### config.mk
export PLATFORM = sky130hd
export DESIGN_NAME = bit_read_arbiter_rr_flat
export DESIGN_NICKNAME = d
export VERILOG_FILES = /design/src/rtl/bit_read_arbiter_rr_if.sv /design/src/rtl/bit_read_arbiter_rr.sv /design/src/flat_wrapper.sv
export SDC_FILE = /design/constraint.sdc
export NUM_CORES = 1
export LEC_CHECK = 0
export CORE_AREA = 5 5 138 140
export DETAILED_ROUTE_END_ITERATION = 8
export DIE_AREA = 0 0 143 145
export PLACE_DENSITY = 0.49
export SYNTH_ARGS = -nofsm -noshare
export SYNTH_HDL_FRONTEND = slang
export SYNTH_SLANG_ARGS = --single-unit
### constraint.sdc
create_clock -name clk -period 1.93 [get_ports clk]
set_input_delay 0.386 -clock clk [delete_from_list [all_inputs] [get_ports clk]]
set_output_delay 0.386 -clock clk [all_outputs]
set_load 0.05 [all_outputs]
### src/rtl/bit_read_arbiter_rr_if.sv
// Bundle of the thread-side and RAM-side signals of the bit/word read arbiter.
// The slave modport is the arbiter; the master modport is the requester/RAM environment.
interface bit_read_arbiter_rr_if #(
  parameter int unsigned THREADS = 4,
  parameter int unsigned ADDR_W  = 16,
  parameter int unsigned DATA_W  = 1
) ();

  localparam int unsigned ID_W = $clog2(THREADS);

  logic [THREADS-1:0]        thread_req;
  logic [THREADS*ADDR_W-1:0] thread_addr;
  logic [THREADS-1:0]        thread_ack;
  logic [DATA_W-1:0]         thread_data;
  logic                      ram_rd;
  logic [ADDR_W-1:0]         ram_addr;
  logic [DATA_W-1:0]         ram_data;
  logic                      busy;
  logic [ID_W-1:0]           grant_id;

  modport slave (
    input  thread_req, thread_addr, ram_data,
    output thread_ack, thread_data, ram_rd, ram_addr, busy, grant_id
  );

  modport master (
    output thread_req, thread_addr, ram_data,
    input  thread_ack, thread_data, ram_rd, ram_addr, busy, grant_id
  );

endinterface

### src/rtl/bit_read_arbiter_rr.sv
// Round-robin read arbiter between the PLC thread cores and the shared bit/word RAM read port.
// One read at a time: grant, issue one RAM read strobe, wait RAM_LAT cycles, pulse the
// granted thread's ACK with the returned data. Every output comes straight from a register.
module bit_read_arbiter_rr #(
  parameter int unsigned THREADS = 4,
  parameter int unsigned ADDR_W  = 16,
  parameter int unsigned DATA_W  = 1,
  parameter int unsigned RAM_LAT = 1
) (
  input logic                  clk,
  input logic                  rst_n,
  bit_read_arbiter_rr_if.slave bus
);

  localparam int unsigned ID_W  = $clog2(THREADS);
  localparam int unsigned CNT_W = (RAM_LAT > 1) ? $clog2(RAM_LAT) : 1;

  typedef enum logic [1:0] {StIdle, StIssue, StWait, StAck} state_e;

  state_e              state_q;
  logic [ID_W-1:0]     ptr_q;      // last thread served; search starts one above it
  logic [ID_W-1:0]     grant_q;
  logic [CNT_W-1:0]    cnt_q;
  logic [ADDR_W-1:0]   ram_addr_q; // doubles as the latched grant address
  logic [DATA_W-1:0]   data_q;
  logic [THREADS-1:0]  ack_q;
  logic                ram_rd_q;
  logic                busy_q;

  logic                pick_valid;
  logic [ID_W-1:0]     pick_id;
  logic [ADDR_W-1:0]   pick_addr;

  // Round-robin pick: first requester at ptr+1, ptr+2, ... (mod THREADS). The loop runs from
  // the farthest distance down so the nearest requester is the last, winning, assignment.
  always_comb begin
    pick_valid = 1'b0;
    pick_id    = '0;
    pick_addr  = '0;
    for (int unsigned i = THREADS; i > 0; i--) begin
      for (int unsigned t = 0; t < THREADS; t++) begin
        if (bus.thread_req[t] && (((32'(ptr_q) + i) % THREADS) == t)) begin
          pick_valid = 1'b1;
          pick_id    = ID_W'(t);
          pick_addr  = bus.thread_addr[t*ADDR_W +: ADDR_W];
        end
      end
    end
  end

  // Read sequencer: IDLE -> ISSUE -> WAIT (RAM_LAT cycles) -> ACK -> IDLE, outputs registered.
  always_ff @(posedge clk or negedge rst_n) begin
    if (!rst_n) begin
      state_q    <= StIdle;
      ptr_q      <= ID_W'(THREADS - 1);
      grant_q    <= '0;
      cnt_q      <= '0;
      ram_addr_q <= '0;
      data_q     <= '0;
      ack_q      <= '0;
      ram_rd_q   <= 1'b0;
      busy_q     <= 1'b0;
    end else begin
      case (state_q)
        StIdle: begin
          if (pick_valid) begin
            state_q    <= StIssue;
            grant_q    <= pick_id;
            ram_addr_q <= pick_addr;
            ram_rd_q   <= 1'b1;
            busy_q     <= 1'b1;
          end
        end
        StIssue: begin
          state_q    <= StWait;
          ram_rd_q   <= 1'b0;
          ram_addr_q <= '0;
          cnt_q      <= CNT_W'(RAM_LAT - 1);
        end
        StWait: begin
          if (cnt_q == '0) begin
            state_q <= StAck;
            data_q  <= bus.ram_data;
            ack_q   <= THREADS'(1) << grant_q;
          end else begin
            cnt_q <= cnt_q - 1'b1;
          end
        end
        StAck: begin
          state_q <= StIdle;
          ack_q   <= '0;
          data_q  <= '0;
          busy_q  <= 1'b0;
          ptr_q   <= grant_q;
          grant_q <= '0;
        end
        default: state_q <= StIdle;
      endcase
    end
  end

  assign bus.thread_ack  = ack_q;
  assign bus.thread_data = data_q;
  assign bus.ram_rd      = ram_rd_q;
  assign bus.ram_addr    = ram_addr_q;
  assign bus.busy        = busy_q;
  assign bus.grant_id    = grant_q;

endmodule

### src/flat_wrapper.sv
// flat-port wrapper written by rule: the top's interface ports become plain ports
module bit_read_arbiter_rr_flat 
#(
  parameter int unsigned THREADS = 4,
  parameter int unsigned ADDR_W  = 16,
  parameter int unsigned DATA_W  = 1,
  parameter int unsigned RAM_LAT = 1
)
  (clk, rst_n, bus_thread_req, bus_thread_addr, bus_ram_data, bus_thread_ack, bus_thread_data, bus_ram_rd, bus_ram_addr, bus_busy, bus_grant_id);
  bit_read_arbiter_rr_if #(.THREADS(THREADS), .ADDR_W(ADDR_W), .DATA_W(DATA_W)) bus_i ();
  input logic clk;
  input logic rst_n;
  input wire logic [$bits(bus_i.thread_req)-1:0] bus_thread_req;
  input wire logic [$bits(bus_i.thread_addr)-1:0] bus_thread_addr;
  input wire logic [$bits(bus_i.ram_data)-1:0] bus_ram_data;
  output wire logic [$bits(bus_i.thread_ack)-1:0] bus_thread_ack;
  output wire logic [$bits(bus_i.thread_data)-1:0] bus_thread_data;
  output wire logic [$bits(bus_i.ram_rd)-1:0] bus_ram_rd;
  output wire logic [$bits(bus_i.ram_addr)-1:0] bus_ram_addr;
  output wire logic [$bits(bus_i.busy)-1:0] bus_busy;
  output wire logic [$bits(bus_i.grant_id)-1:0] bus_grant_id;
  assign bus_i.thread_req = bus_thread_req;
  assign bus_i.thread_addr = bus_thread_addr;
  assign bus_i.ram_data = bus_ram_data;
  assign bus_thread_ack = bus_i.thread_ack;
  assign bus_thread_data = bus_i.thread_data;
  assign bus_ram_rd = bus_i.ram_rd;
  assign bus_ram_addr = bus_i.ram_addr;
  assign bus_busy = bus_i.busy;
  assign bus_grant_id = bus_i.grant_id;
  bit_read_arbiter_rr #(.THREADS(THREADS), .ADDR_W(ADDR_W), .DATA_W(DATA_W), .RAM_LAT(RAM_LAT)) u_core (.clk(clk), .rst_n(rst_n), .bus(bus_i));
endmodule
==> results of run 1 <==
-- flip-flops by register name (all words and copies together), names as in the netlist --
name                    cells
u_core.bus.ram_addr        16
u_core.bus.thread_ack       4
u_core.bus.grant_id         2
u_core.ptr_q                2
u_core.state_q              2
u_core.bus.busy             1
u_core.bus.ram_rd           1
u_core.bus.thread_data      1
-- cells by family after synthesis --
logic type      Yosys count  share of synthesized area, %
buf+inv                  76                          8.29
fa+ha+maj                 5                          1.50
simple gates            199                          24.6
flops                    29                          17.5
compound gates          257                          46.7
mux                       6                          1.47
-- layout make-up --
| type | instances | area share (%) |
|---|---|---|
| multi-input combinational | 467 | 51.4 |
| tap | 229 | 4.27 |
| clock inverter | 2 | 0.559 |
| inverter | 7 | 0.391 |
| clock buffer | 6 | 2.07 |
| timing repair buffer | 222 | 30.4 |
| sequential | 29 | 10.9 |
-- cells in the final DEF (no fill, tap or decap), types with 10 or more instances in the layout --
| master | instances |
|---|---|
| and3_1 | 16 |
| clkdlybuf4s50_1 | 68 |
| o21ai_0 | 42 |
| or3_1 | 13 |
| a221oi_2 | 10 |
| o21ai_1 | 17 |
| buf_4 | 127 |
| or2_2 | 13 |
| o22a_1 | 16 |
| nor3_1 | 18 |
| nor2b_1 | 11 |
| nand2_1 | 57 |
| a221o_1 | 14 |
| a2bb2oi_1 | 13 |
| a32oi_1 | 13 |
| a21oi_1 | 30 |
| dfrtp_1 | 27 |
| nor2_1 | 20 |
| nand3_1 | 24 |
| a32o_1 | 13 |
| a211oi_2 | 10 |
| buf_6 | 11 |
-- path summary, 6_finish.rpt --
kind	startpoint	end	slack, ns	cells past startpoint
worst max register to register	u_core.ptr_q[1]	u_core.bus.ram_addr[3]	-0.08	7
worst min register to register	u_core.bus.ram_rd	u_core.bus.ram_rd	0.48	2
worst max-delay path	u_core.ptr_q[1]	u_core.bus.ram_addr[3]	-0.08	7
min in group asynchronous	rst_n	u_core.bus.thread_ack[0]	0.50	2
max in group asynchronous	rst_n	u_core.ptr_q[0]	1.09	2
worst min-delay path	u_core.bus.ram_rd	u_core.bus.ram_rd	0.48	2
-- power breakdown --
| group | internal (W) | switching (W) | leakage, nW |
|---|---|---|---|
| registers | 0.000939 | 0.000241 | 0.358 |
| clock network | 0.000645 | 0.000348 | 0.0831 |
| logic | 0.00375 | 0.00463 | 2.13 |
| total | 0.00533 | 0.00521 | 2.57 |
-- worst max-delay path, delay by kind of cell (launching register included) --
family / cells / cell delay, ns
compound gates: 4 / 0.74
buf+inv: 2 / 0.33
flops: 1 / 0.59
simple gates: 1 / 0.26
-- per-layer routing --
metal	GRT usage, %	share of wire [%]
met5	0	0
met4	6.65	2.2
met3	3.52	8.8
met2	31.4	48
met1	25.3	41
-- through the flow --
step                hold slack [ns]  setup slack, ns  total power (W)
CTS                           0.490          -0.0117          0.00987
finish                        0.482          -0.0770           0.0105
detailed placement            0.476           -0.508          0.00820
floorplan                    0.0904           0.0273          0.00557
global placement              0.468           -0.466          0.00806
global route                  0.543           -0.163           0.0112
-- repair_timing --
item / 4_1_cts / 5_1_grt
endpoints found under the setup margin: 17 / 17
pin swaps: 9 / 21
hold endpoints to repair: 0 / 0
setup buffers: 9 / 5
cloned: 1 / 1
resized for setup: 46 / 42
==> results.yml, run 1 <==
status:
  status: "finished with violations"
  violations: "setup timing"
synth:
  yosys_register_bits: 29
  yosys.area.top_type: "dfrtp_1"
  ys_async_sr_fraction_pct: 100
  ys.flop_type: "dfrtp_1"
  synth_cells: 572
  yosysMostFrequentCell: "nand2_1"
  synthTopCellsByCount: "nand2_1, o21ai_0, clkbuf_1, a21oi_1"
  yosysTopAreaCellShare_pct: 16.2
  ys_warn_count: 0
  synth_edf_count: 0
  syn_nets: 648
  seq_area_frac_synth_pct: 17.5
  synthTopCellsByArea: "dfrtp_1, o21ai_0, nand2_1"
  syn_area_per_cell_um2: 7.29
  ys_types: 55
  netlist_area_um2: 4170
timing:
  finalSetupViolCount: 14
  worst_slack_ns: -0.0770
  worst_pin_slew_ns: 0.497
  rsz0062_at_grt: "true"
  clock_skew_ns: 0.00845
  relSlewSlack_pct: 66.7
  fmax_ghz: 0.498
  drv_slew: 0
  fin_crit_sh_pct: 104
  fin_crit_ns: 2.01
  setup_tns_ns: -0.604
  hold_viol_final: 0
power:
  p_per_area_nw_per_um2: 1570
  p_leak_nw: 2.57
  ir_drop_v: 0.000481
worst_setup_path:
  critPathMaxStageDelay_ns: 0.59
  required_ns: 2.14
  end_kind: "flop"
  path_max_fanout: 7
  worst_setup_path_start_kind: "flop"
  cp_cell_sequence: "and3b_2, a2111oi_4, buf_6, buf_12, o221a_2, o2111ai_1, o21ai_1"
  crit_type: "flop to flop"
  worst-endpoint-arrival_ns: 2.22
  crit_slowest_cell: "dfstp_2"
layout:
  area_growth_pct: 61.2
  fin_area_um2: 6720
  final_core_util_pct: 37.9
  antenna_cells: 0
  multi_input_area_um2: 3450
  fin_nets: 808
  drive_gt1_share_pct: 32.6
  n_fill_cell: 1803
  fin_cells: 962
  register_area_um2: 732
clocking:
  cts_max_level: 2
  cts_buffers: 5
  clock-root-buffer: "clkbuf_16"
  cts_tree: "done"
  cts.sinks: 29
  worstSkewPairLatency_ns: 0.30
  clkTransAtPathRegs_ns: 0.06
  cts_max_path_buffers: 2
  cts_hold_buf: 0
routing:
  wl_mm: 21.3
  vias: 5744
  dr.first_iter.drc_count: 949
  ant_nets: 0
  wl_per_cell_um: 22.1
  drt-pass1-iter-count: 6
  via_per_inst: 5.97
  drcViolationCount: 0
die:
  num_rows: 49
  die_area_um2: 20700
  die_w_um: 143
  ios: 96
  die_h_um: 145
  core_um2: 17700
  initial_core_util_pct: 23.5
global_routing:
  gr-total-overflow: 0
  grt.total_usage_pct: 19.2
  grt_max_degree: 30
  grt_pass1_vias: 5701
  grt_pass1_wl_mm: 32.1
  antenna_found_initial: 0
placed_design:
  port_buffers: 95
  dp_cells: 938
  place_area_um2: 5970
  hpwl_mm: 14.4
  gp_congestion: 0.949
worst_hold_path:
  hold_class: "flop to flop"
job:
  cap_viol_max_count: 0
Power figures use the tool's default switching activity.
==> run 2: changes to the inputs <==
DONT_BUFFER_PORTS = 1   (was not set)
PLACE_DENSITY = 0.42   (was 0.49)
==> run 2 against run 1 <==
Critical path type unchanged. The flow still finishes with violations (setup timing). Global-route usage decreased by 0.29 points. Flip-flop and latch count did not move. First-iteration DRC count down 36%.
==> results.yml, run 2 (same netlist as run 1, synthesis figures left out) <==
timing:
  fmax_ghz: 0.492
  clock_skew_ns: 0.00474
  finalSetupViolCount: 6
  worst_pin_slew_ns: 0.774
  drv_slew: 0
  hold_viol_final: 0
  holdWs_ns: 0.275
  worst_slack_ns: -0.103
  fin_crit_ns: 2.03
  relSlewSlack_pct: 48.4
  rsz0062_at_grt: "true"
  fin_crit_sh_pct: 105
clocking:
  clock-root-buffer: "clkbuf_16"
  clkTransAtPathRegs_ns: 0.06
  cts_buffers: 5
  cts_max_path_buffers: 2
  cts_max_level: 2
  cts.sinks: 29
  worstSkewPairLatency_ns: 0.29
  cts_tree: "done"
worst_setup_path:
  path_max_fanout: 6
  crit_family: "compound AO/OA/AOI/OAI gates"
  crit_slowest_cell: "dfstp_4"
  worst_setup_path_start_kind: "flop"
  r2r_slack_ns: -0.10
  crit_type: "flop to flop"
  end_kind: "flop"
  cp-startpoint: "u_core.ptr_q[0]"
  cp.buffers_inverters: 3
  r2r-start: "u_core.ptr_q[0]"
  worst-endpoint-arrival_ns: 2.25
  required_ns: 2.15
  critPathMaxStageDelay_ns: 0.49
  cp_cell_sequence: "buf_12, and3b_2, a2111oi_4, buf_4, clkbuf_16, o221a_4, o2111ai_2, o21ai_1"
placed_design:
  port_buffers: 0
  pre_cts_slack_ns: -0.130
  hpwl_mm: 13.8
  gp_congestion: 0.891
routing:
  dr.first_iter.drc_count: 605
  drcViolationCount: 0
  wl_mm: 21.0
  wl_per_cell_um: 25.5
  drt-pass1-iter-count: 5
  via_per_inst: 6.46
  ant_nets: 0
  vias: 5334
layout:
  fin_nets: 672
  layout_commonest_cell: "buf_4"
  drive_gt1_share_pct: 27.8
  layout_common_cells: "buf_4, nand2_1, o21ai_0"
  area_growth_pct: 31.6
  antenna_cells: 0
  largest_reg_flops: 16
die:
  die_h_um: 145
  ios: 96
  die_area_um2: 20700
  initial_core_util_pct: 23.5
  core_um2: 17700
  die_w_um: 143
  num_rows: 49
global_routing:
  gr-total-overflow: 0
  grt_max_degree: 43
  grt.total_usage_pct: 18.9
  grt_pass1_wl_mm: 31.1
  grt_pass1_vias: 5089
  antenna_found_initial: 0
worst_hold_path:
  hp-start: "bus_ram_data"
  hold_class: "primary input to flop"
status:
  violations: "setup timing"
  status: "finished with violations"
power:
  ir_drop_v: 0.000594
  p_per_area_nw_per_um2: 1720
  p_leak_nw: 1.96
job:
  cap_viol_max_count: 0
-- run 2: cell count changes in the layout (fill, tap and decap cells not counted), moves of 6 or more --
cell	delta
buf_12	+7
o32ai_2	+6
buf_4	-68
o32ai_1	-6
clkdlybuf4s50_1	-68
a211oi_1	+6
a211oi_2	-6
-- run 2: layer usage --
layer	up-vias	wire, um	share of wire [%]	GRT usage, %
met4	0	785	3.7	6.51
met1	2594	8320	40	24.7
met5	-	0	0	0
met3	74	2230	11	5.03
met2	338	9700	46	30.1
li1	2328	-	-	-
-- run 2: final cells by class --
type / instances / area, um2
flip-flops and latches: 29 / 732
clock inverters: 3 / 22.5
multi-input cells: 467 / 3390
fillers: 1838 / 12200
clock buffers: 5 / 125
well taps: 229 / 287
inverters: 7 / 26.3
repair buffers: 86 / 907
-- run 2: worst paths after layout --
kind,end,depth (start not counted)
max,u_core.bus.ram_addr[15],8
min,u_core.bus.thread_data,2
max reg2reg,u_core.bus.ram_addr[15],8
min reg2reg,u_core.state_q[1],3
max in group asynchronous,u_core.ptr_q[1],2
min in group asynchronous,u_core.state_q[0],2
-- run 2: where the power goes --
group	switching [W]	leakage [nW]	internal, W	total [W]
clock network	0.000364	0.0621	0.000479	0.000843
registers	0.00115	0.358	0.000919	0.00207
logic	0.00344	1.54	0.00309	0.00653
-- run 2: timing repair --
action,in CTS,in global routing
setup buffers,3,7
endpoints found under the hold margin,29,0
pin swaps,0,16
gates cloned,1,2
hold buffers,2,0
endpoints found under the setup margin,15,16
resized for setup,16,45
-- run 2: per-stage QoR --
step	util (%)	total power, W	cells	instance area (um2)	TNS [ns]
after detailed placement	27.5	0.00758	803	4860	-0.957
after CTS	29.1	0.00861	817	5150	-0.277
after global routing	31.0	0.00997	826	5490	-1.52
after floorplan	-	0.00557	572	4170	0
final	31.0	0.00944	826	5490	-0.504
after global placement	27.5	0.00750	803	4860	-0.553
==> run 3: changes to the inputs <==
CORE_AREA = 5 5 124 102   (was 5 5 138 140)
DIE_AREA = 0 0 129 107   (was 0 0 143 145)
PLACE_DENSITY = 0.57   (was 0.42)
==> run 3 against run 2 <==
The flow still finishes with violations (setup timing). Hold slack better by 0.0023 ns. Count of clock-buffer cells in the layout rose by 1. Clock power increased by 14%. Utilization rose by 16 points. Power fell by 3.4%. Non-clock buffer count shrank 14. Register-to-register slack better by 0.05 ns. Cell count is 12% lower. Sequential power barely moved. Critical endpoint is now u_core.bus.ram_addr[0]. Highest routed layer unchanged.
==> results.yml, run 3 (same netlist as run 1, synthesis figures left out) <==
clocking:
  cts_tree: "done"
  clock-root-buffer: "clkbuf_16"
  clkTransAtPathRegs_ns: 0.06
  worstSkewPairLatency_ns: 0.28
  cts_max_path_buffers: 2
  cts_buffers: 5
  cts.sinks: 29
  cts_max_level: 2
die:
  num_rows: 35
  die_area_um2: 13800
  initial_core_util_pct: 36.9
  die_w_um: 129
  die_h_um: 107
  core_um2: 11300
  ios: 96
timing:
  worst_slack_ns: -0.0504
  hold_viol_final: 0
  drv_slew: 0
  rsz0062_at_grt: "true"
  worst_pin_slew_ns: 0.656
  fin_crit_ns: 1.98
  setup_tns_ns: -0.213
  fmax_ghz: 0.505
  finalSetupViolCount: 11
  clock_skew_ns: 0.00584
  relSlewSlack_pct: 56.2
  fin_crit_sh_pct: 103
worst_hold_path:
  hold_class: "primary input to flop"
global_routing:
  gr-total-overflow: 0
  grt_pass1_vias: 5090
  grt_pass1_wl_mm: 27.9
  grt.total_usage_pct: 25.0
  antenna_found_initial: 0
  grt_max_degree: 37
power:
  p_leak_nw: 1.89
  p_per_area_nw_per_um2: 1740
  ir_drop_v: 0.000542
worst_setup_path:
  r2r_cells: 7
  required_ns: 2.14
  r2r_end: "u_core.bus.ram_addr[0]"
  r2r_slack_ns: -0.05
  worst-endpoint-arrival_ns: 2.19
  path_max_fanout: 8
  cp-startpoint: "u_core.ptr_q[1]"
  worst_setup_path_start_kind: "flop"
  r2r-start: "u_core.ptr_q[1]"
  end_kind: "flop"
  crit_end: "u_core.bus.ram_addr[0]"
  crit_type: "flop to flop"
layout:
  layout_commonest_cell: "nand2_1"
  layout_common_cells: "nand2_1, buf_4, o21ai_0"
  final_core_util_pct: 46.5
  antenna_cells: 0
  drive_gt1_share_pct: 24.9
  fin_nets: 658
  area_growth_pct: 26.0
  n_fill_cell: 1075
  fin_cells: 731
  largest_reg_flops: 16
  fin_area_um2: 5250
placed_design:
  dp_cells: 714
  hpwl_mm: 12.0
  place_area_um2: 4670
  port_buffers: 0
  gp_congestion: 0.969
routing:
  vias: 5251
  dr.first_iter.drc_count: 879
  drt-pass1-iter-count: 6
  via_per_inst: 7.18
  wl_mm: 18.6
  ant_nets: 0
  drcViolationCount: 0
  wl_per_cell_um: 25.4
status:
  status: "finished with violations"
  violations: "setup timing"
job:
  cap_viol_max_count: 0
run 3: routing by layer:
metal / up-vias / part of all wire, % / track usage, %
met3: 64 / 15 / 10.1
met4: 0 / 3.3 / 10.6
met1: 2494 / 39 / 32.1
met5: - / 0 / 0
met2: 392 / 43 / 36.9
li1: 2301 / - / -
run 3: report_power, final:
part | total [W] | switching, W | leakage (nW) | internal (W)
sequential | 0.00209 | 0.00117 | 0.358 | 0.000921
clock | 0.000962 | 0.000317 | 0.0831 | 0.000644
combinational | 0.00608 | 0.00322 | 1.45 | 0.00286
run 3: repair_timing:
action                     CTS  global route
setup buffers                1             4
setup endpoints to repair    9            17
gates cloned                 0             2
hold endpoints to repair    29             0
gates resized for setup     13            43
pin swaps                    0             9
hold buffers                 2             0
run 3: worst min path at each step:
stage / slack [ns] / end / startpoint / cells after the start
2_1_floorplan: 0.09 / u_core.bus.busy / rst_n / 0
3_3_place_gp: 0.09 / u_core.bus.ram_addr[8] / rst_n / 0
3_5_place_dp: 0.09 / u_core.bus.ram_addr[8] / rst_n / 0
4_1_cts: 0.28 / u_core.bus.thread_data / bus_ram_data / 2
5_1_grt: 0.31 / u_core.bus.thread_data / bus_ram_data / 2
6_report: 0.28 / u_core.bus.thread_data / bus_ram_data / 2
run 3: per-stage QoR:
step / total power, W / hold WS, ns / setup slack (ns)
final: 0.00912 / 0.278 / -0.0504
after CTS: 0.00837 / 0.279 / -0.0301
after floorplan: 0.00557 / 0.0904 / 0.0273
after detailed placement: 0.00727 / 0.0920 / -0.0485
after global routing: 0.00961 / 0.307 / -0.0969
after global placement: 0.00716 / 0.0923 / -0.0270
run 3: cell type report:
type                    instances  area [um2]  area share, %
clock buffers                   6         139           2.65
clock inverters                 2        37.5          0.715
inverters                       7        26.3          0.500
multi-input cells             467        3350           63.9
flip-flops and latches         29         732           13.9
well taps                     148         185           3.53
repair buffers                 72         776           14.8
run 3: critical path, cell delays in order (launching register included):
cell,delay [ns]
dfstp_2,0.64
and3b_2,0.27
a2111oi_4,0.18
buf_4,0.20
buf_12,0.14
o221a_4,0.21
o2111ai_4,0.10
o21ai_1,0.16
